**src/rtl/inst_fetch_queue.sv**
```systemverilog
// Instruction queue between fetch and decode. It takes up to IN_WIDTH lanes per cycle and
// offers the OUT_WIDTH oldest entries. It supports a full flush and a flush that keeps the delay slot.

module inst_fetch_queue_chk #(
    parameter int DEPTH     = 8,
    parameter int OUT_WIDTH = 2,
    parameter int CNT_W     = 4,
    parameter int POP_W     = 2
) (
    input logic             clk,
    input logic             reset,
    input logic [POP_W-1:0] out_pop,
    input logic [CNT_W-1:0] count,
    input logic [CNT_W-1:0] count_nxt
);
    // Decode may only consume entries that are present and offered; occupancy stays bounded
    pop_legal: assert property (@(posedge clk) disable iff (reset)
        (CNT_W'(out_pop) <= count) && (CNT_W'(out_pop) <= CNT_W'(OUT_WIDTH)));
    cnt_bound: assert property (@(posedge clk) disable iff (reset)
        count_nxt <= CNT_W'(DEPTH));
endmodule

module inst_fetch_queue #(
    parameter int  DEPTH     = 8,
    parameter int  IN_WIDTH  = 2,
    parameter int  OUT_WIDTH = 2,
    parameter int  ENTRY_W   = 66,
    localparam int PTR_W     = $clog2(DEPTH),
    localparam int CNT_W     = PTR_W + 1,
    localparam int POP_W     = $clog2(OUT_WIDTH + 1)
) (
    input  logic                          clk,
    input  logic                          reset,
    input  logic                          flush,
    input  logic                          flush_keep_ds,
    input  logic [IN_WIDTH-1:0]           in_valid,
    input  logic [IN_WIDTH*ENTRY_W-1:0]   in_data,
    output logic                          in_ready,
    output logic [OUT_WIDTH-1:0]          out_valid,
    output logic [OUT_WIDTH*ENTRY_W-1:0]  out_data,
    input  logic [POP_W-1:0]              out_pop,
    output logic [CNT_W-1:0]              count,
    output logic                          ds_wait
);
    logic [ENTRY_W-1:0] mem_r [DEPTH];
    logic [PTR_W-1:0]   head_r, tail_r, head_nxt_s, tail_nxt_s, head_pop_s;
    logic [CNT_W-1:0]   count_r, count_nxt_s, push_req_s, push_n_s, pop_s, rem_s, wr_n_s;
    logic               ds_wait_r, ds_nxt_s;

    function automatic logic [CNT_W-1:0] lane_popcount(input logic [IN_WIDTH-1:0] v);
        logic [CNT_W-1:0] n;
        n = {CNT_W{1'b0}};
        for (int i = 0; i < IN_WIDTH; i++) begin
            n = n + {{(CNT_W-1){1'b0}}, v[i]};
        end
        return n;
    endfunction

    assign in_ready = !reset && ((CNT_W'(DEPTH) - count_r) >= CNT_W'(IN_WIDTH));
    assign count    = count_r;
    assign ds_wait  = ds_wait_r;

    // Next-state selection: flush beats flush_keep_ds, which beats the normal push/pop update
    always_comb begin
        push_req_s  = in_ready ? lane_popcount(in_valid) : {CNT_W{1'b0}};
        push_n_s    = (ds_wait_r && (push_req_s > CNT_W'(1'b1))) ? CNT_W'(1'b1) : push_req_s;
        pop_s       = CNT_W'(out_pop);
        rem_s       = count_r - pop_s;
        head_pop_s  = head_r + PTR_W'(out_pop);
        head_nxt_s  = head_pop_s;
        tail_nxt_s  = tail_r;
        count_nxt_s = count_r;
        ds_nxt_s    = ds_wait_r;
        wr_n_s      = {CNT_W{1'b0}};
        if (flush) begin
            head_nxt_s  = {PTR_W{1'b0}};
            tail_nxt_s  = {PTR_W{1'b0}};
            count_nxt_s = {CNT_W{1'b0}};
            ds_nxt_s    = 1'b0;
        end else if (flush_keep_ds) begin
            if (rem_s != {CNT_W{1'b0}}) begin
                tail_nxt_s  = head_pop_s + PTR_W'(1'b1);
                count_nxt_s = CNT_W'(1'b1);
                ds_nxt_s    = 1'b0;
            end else if (push_n_s != {CNT_W{1'b0}}) begin
                // Queue drains to empty: the delay slot arrives on lane 0 this very cycle
                wr_n_s      = CNT_W'(1'b1);
                tail_nxt_s  = tail_r + PTR_W'(1'b1);
                count_nxt_s = CNT_W'(1'b1);
                ds_nxt_s    = 1'b0;
            end else begin
                count_nxt_s = {CNT_W{1'b0}};
                ds_nxt_s    = 1'b1;
            end
        end else begin
            wr_n_s      = push_n_s;
            tail_nxt_s  = tail_r + PTR_W'(push_n_s);
            count_nxt_s = count_r + push_n_s - pop_s;
            ds_nxt_s    = (push_n_s != {CNT_W{1'b0}}) ? 1'b0 : ds_wait_r;
        end
    end

    // Pointer, occupancy and delay-slot state
    always_ff @(posedge clk) begin
        if (reset) begin
            head_r    <= {PTR_W{1'b0}};
            tail_r    <= {PTR_W{1'b0}};
            count_r   <= {CNT_W{1'b0}};
            ds_wait_r <= 1'b0;
        end else begin
            head_r    <= head_nxt_s;
            tail_r    <= tail_nxt_s;
            count_r   <= count_nxt_s;
            ds_wait_r <= ds_nxt_s;
        end
    end

    // Payload write; only accepted lanes land in the array
    always_ff @(posedge clk) begin
        for (int i = 0; i < IN_WIDTH; i++) begin
            if (!reset && (CNT_W'(i) < wr_n_s)) begin
                mem_r[tail_r + PTR_W'(i)] <= in_data[i*ENTRY_W +: ENTRY_W];
            end
        end
    end

    // Oldest entries presented to decode
    always_comb begin
        out_valid = {OUT_WIDTH{1'b0}};
        out_data  = {(OUT_WIDTH*ENTRY_W){1'b0}};
        for (int i = 0; i < OUT_WIDTH; i++) begin
            out_valid[i]                    = CNT_W'(i) < count_r;
            out_data[i*ENTRY_W +: ENTRY_W]  = mem_r[head_r + PTR_W'(i)];
        end
    end

    inst_fetch_queue_chk #(
        .DEPTH(DEPTH), .OUT_WIDTH(OUT_WIDTH), .CNT_W(CNT_W), .POP_W(POP_W)
    ) u_chk (
        .clk(clk), .reset(reset), .out_pop(out_pop), .count(count_r), .count_nxt(count_nxt_s)
    );
endmodule

```
**config.mk**
```make
export PLATFORM = sky130hd
export DESIGN_NAME = inst_fetch_queue
export DESIGN_NICKNAME = d
export VERILOG_FILES = /design/src/rtl/inst_fetch_queue.sv
export SDC_FILE = /design/constraint.sdc
export NUM_CORES = 1
export LEC_CHECK = 0
export CORE_ASPECT_RATIO = 0.7
export CORE_MARGIN = 3
export CORE_UTILIZATION = 60
export CTS_CLUSTER_DIAMETER = 120
export DETAILED_ROUTE_END_ITERATION = 8
export PLACE_DENSITY = 0.81
export SETUP_SLACK_MARGIN = 0.15
export SYNTH_ARGS = -nofsm -noshare
export SYNTH_HDL_FRONTEND = slang
export SYNTH_SLANG_ARGS = --single-unit
```
**constraint.sdc**
```tcl
create_clock -name clk -period 12.5 [get_ports clk]
set_input_delay 1.25 -clock clk [delete_from_list [all_inputs] [get_ports clk]]
set_output_delay 1.25 -clock clk [all_outputs]
set_load 0.005 [all_outputs]
```
# Word-level counts from Yosys, hierarchy flattened
# Memory sizes are Yosys's and may differ from the RTL's. A register that Yosys moved wholly into a read port is not among the register bits.
# Index checks and enable logic that the tools add are counted.
classes:
  addsub: 10
  n_lt_le_gt_ge: 6
  n_eq_ne: 1
  mux: 20
  n_reduce_logical: 9
op_table:
  columns: ["cell", "n"]
  rows:
  - ["$lt 1x4->1 const A", 4]
  - ["$mux 3", 4]
  - ["$mux 4", 3]
  - ["$mux 1", 11]
  - ["$add 3x1->3 const B", 3]
  - ["$reduce_bool 4->1", 2]
  - ["$sub 4x2->4", 2]
  - ["$add 3x2->3", 2]
  - ["$add 4x2->4", 1]
  - ["$ge 4x2->1 const B", 1]
  - ["$logic_and 1x1->1", 4]
  - ["$mux 2", 2]
  - ["$sub 4x4->4 const A", 1]
  - ["$ne 3x1->1 const B", 1]
  - ["$add 1x1->2", 1]
  - ["$gt 2x1->1 const B", 1]
  - ["$reduce_bool 2->1", 1]
  - ["$reduce_or 2->1", 1]
  - ["$logic_not 1->1", 1]
word_totals:
  ff_bits: 11
  mem_bits_rw: 528
  in_bits: 140
  output_inout_bits: 140
  elab_cells: 51
  memories: 1
mem_list:
  columns: ["memory", "words", "width", "rd", "rd_ports_with_merged_regs", "wr", "line_no", "source"]
  rows:
  - ["mem_r", 8, 66, 2, 1, 2, "45", "logic [ENTRY_W-1:0] mem_r [DEPTH];"]

# Longest topological paths before layout
depth:
  word_depth: 16
  mapped_depth: 13
  ltp_nobuf: 13

# Worst setup path after synthesis
# Ideal clock, no wire load.
synth_timing:
  path_kind: "input to register"
  from: "input port out_pop[1]"
  to: "memory mem_r[1][0] (enable)"
  setup_time_ps: 588
  arrival_ps: 7086
  required_time_ps: 11912
  path_slack_ps: 4826
  path_stages: 7
  n_path_buf: 0
  cell_sequence: "inv_1 -> ha_1 -> nor2b_1 -> xnor2_1 -> a31o_2 -> a31oi_1 -> o31ai_1"
synth_rtl:
  columns: ["item", "line_no", "source"]
  rows:
  - ["from (decl)", "41", "input logic [POP_W-1:0] out_pop,"]
  - ["to (decl)", "45", null]

# Worst setup path after layout
layout_timing:
  from: "register head_r[0]"
  to: "output port out_data[110]"
layout_via:
  elab_chain_cells: 2
layout_lines:
  columns: ["item", "line_no", "source"]
  rows:
  - ["from (decl)", "46", "logic [PTR_W-1:0] head_r, tail_r, head_nxt_s, tail_nxt_s, head_pop_s;"]
  - ["from (signal assigned)", "106", "head_r <= {PTR_W{1'b0}};"]
  - ["from (signal assigned)", "111", "head_r <= head_nxt_s;"]
  - ["$add 3x1->3", "133", "out_data[i*ENTRY_W +: ENTRY_W] = mem_r[head_r + PTR_W'(i)];"]
  - ["$mem_v2 8x66", null, null]
  - ["to (decl)", "40", "output logic [OUT_WIDTH*ENTRY_W-1:0] out_data,"]
# Every way passes these cells.

==> impl_metrics.ini <==
[run_status]
outcome = finished, final reports clean

[logic_synthesis]
ys_types = 46
ys_top_cells_by_count = mux2_2 (617), edfxtp_1 (528), mux4_2 (264)
synth_top_area_share = 0.508
yosysMostFrequentCell = mux2_2
synth-seq-cells = 539
synthFlopType = edfxtp_1
yosysTopAreaCell = edfxtp_1
yosysWarnings = 0
netlist_instances = 1721
syn_area_um2 = 31200
syn_area_per_cell_um2 = 18.1
synth-edff-count = 528
synth.area.top_cells = edfxtp_1 (51%), mux2_2 (22%), mux4_2 (19%)
synth_fp_nets = 1880
synth_seq_area_share = 0.515
synthArstFlopShare = 0

[clock_network]
cts_tree = done
cts.path.max_buffers = 3
hold_buffers = 0
clk_latency_ns = 0.61
post_cts_buffers = 0
post_cts_resized = 0
root_buffer = clkbuf_16
numCtsBuffers = 52
clk_pin_slew_worst_paths_ns = 0.06
clkSinkCount = 539
cts_max_level = 2

[routing]
finalWirelength_mm = 81.3
drt_iter0_drc = 1869
antenna_left = 0
via_per_inst = 6.88
dr.pass1.iters = 5
drc = 0
wl_per_cell_um = 30.4
vias = 18400

[floorplan]
die_height_um = 197
row_count = 69
fp.coreArea_um2 = 51100
die_w_um = 279
ios = 280
dieArea_um2 = 54800
start_util = 0.611

[place]
routabilityCongestion = 0.856
post-dp-hpwl_mm = 46.6
io_buffer_count = 279
pre_cts_slack_ns = 6.42

[power]
p_sw_w = 0.000935
p_int_w = 0.00323
seq_power_share = 0.484
p_clk_frac = 0.378
combPwrFrac = 0.138
peakVddDrop_mv = 0.0944
p_per_area_nw_per_um2 = 115
leakagePower_nw = 11.6
power_switching_share = 0.224

[critical_path]
worstSetupPathType = reg -> out
critPathRequiredTime_ns = 11.25
worst-path-max-fanout = 68
critPathArrivalTime_ns = 5.34
startpoint_type = flip-flop
end_kind = output pin

[grt]
grt_pass1_wl_mm = 122
grt_max_degree = 100
grt_usage = 0.297
grt_remaining_overflow = 0
antenna_found_initial = 15
grt_pass1_vias = 19300

[timing]
slew-limit-headroom = 0.195
rsz0062_at_grt = false
skew_ns = 0.0271
slew_violations = 0
tns_ns = 0
finalHoldViolations = 0
period_needed_ns = 6.59
fin_ws_ns = 5.91
setup_viol = 0
period_share = 0.527
worst-slew-pin-transition_ns = 1.21
fmax_mhz = 152

[min_path]
hp-class = reg -> reg

[layout]
nets = 2109
drive_gt1_frac = 0.525
area_growth_pct = 16.3

[job]
cap_violations = 0
-- flip-flops by register name, indices dropped and copies added, names as in the netlist --
register	cells
ds_wait	1
tail_r	3
head_r	3
mem_r	528
count	4
-- per-layer routing --
metal,up-vias,part of all wire,global-route usage
met5,-,0.00043,0
met4,6,0.025,0.0939
met3,133,0.086,0.0634
met2,885,0.49,0.488
met1,9663,0.40,0.404
li1,7713,-,-
-- power groups by stage --
stage | combinational, W | clock (W) | sequential [W]
3_5_place_dp | 0.000571 | 0 | 0.00206
6_report | 0.000576 | 0.00157 | 0.00202
2_1_floorplan | 0.000333 | 0 | 0.00205
3_3_place_gp | 0.000558 | 0 | 0.00206
5_1_grt | 0.000613 | 0.00165 | 0.00202
4_1_cts | 0.000577 | 0.00159 | 0.00202
-- final cells by class --
class | instances | area, um^2
sequential | 539 | 16100
clock buffer | 68 | 1380
fill | 3227 | 14800
inverter | 17 | 63.8
multi-input combinational | 1030 | 14600
tap | 674 | 843
timing repair buffer | 310 | 3040
antenna | 13 | 32.5
clock inverter | 25 | 259
-- cell families (layout without fill, tap and decap cells) --
logic type	count (synthesis)	after routing	synth area share
muxes	924	924	0.433
DFF	539	539	0.515
buffers and inverters	152	420	0.0236
and+or+nand+nor	44	44	0.00882
AOI/OAI and AO/OA	32	32	0.00746
adders and majority gates	19	19	0.00858
xor gates and xnor gates	11	11	0.00309
other	0	13	0
-- final timing paths --
path / to / startpoint / slack (ns) / cells after the start
hold / removal: ds_wait$_SDFFE_PP0P_ / ds_wait$_SDFFE_PP0P_ / 0.63 / 2
setup / recovery: out_data[110] / head_r[0]$_SDFF_PP0_ / 5.91 / 6
setup reg to reg: mem_r[3][28]$_DFFE_PP_ / count[0]$_SDFF_PP0_ / 7.82 / 8
hold reg to reg: ds_wait$_SDFFE_PP0P_ / ds_wait$_SDFFE_PP0P_ / 0.63 / 2
-- critical path, stage by stage, from the launching register on --
cell,delay [ns]
dfxtp_4,0.77
buf_4,0.83
buf_4,0.78
buf_4,0.91
mux4_2,0.60
mux2_2,0.27
clkdlybuf4s50_1,0.52
-- layout by cell type, fill, tap and decap left out, types with 5 or more instances in the layout --
master	n
mux2_2	617
edfxtp_1	528
clkdlybuf4s50_1	279
mux4_2	264
clkbuf_16	53
mux2_4	40
buf_4	30
inv_1	17
clkbuf_1	15
ha_1	14
diode_2	13
clkinv_1	13
nor2_1	10
dfxtp_1	8
xnor2_1	7
nand2_1	6
o21ai_4	6
clkinv_2	6
bufinv_16	6
a21oi_1	5
-- per-stage QoR --
step	hold WS (ns)	utilization	std cells	cell area, um^2	power (W)
4_1_cts	0.611	0.710	2663	36300	0.00418
5_1_grt	0.634	0.710	2672	36300	0.00429
6_report	0.629	0.710	2676	36300	0.00417
3_3_place_gp	0.590	0.678	2570	34600	0.00261
2_1_floorplan	0.530	-	1721	31200	0.00238
3_5_place_dp	0.593	0.678	2570	34600	0.00263
(Power assumes the default switching activity.)
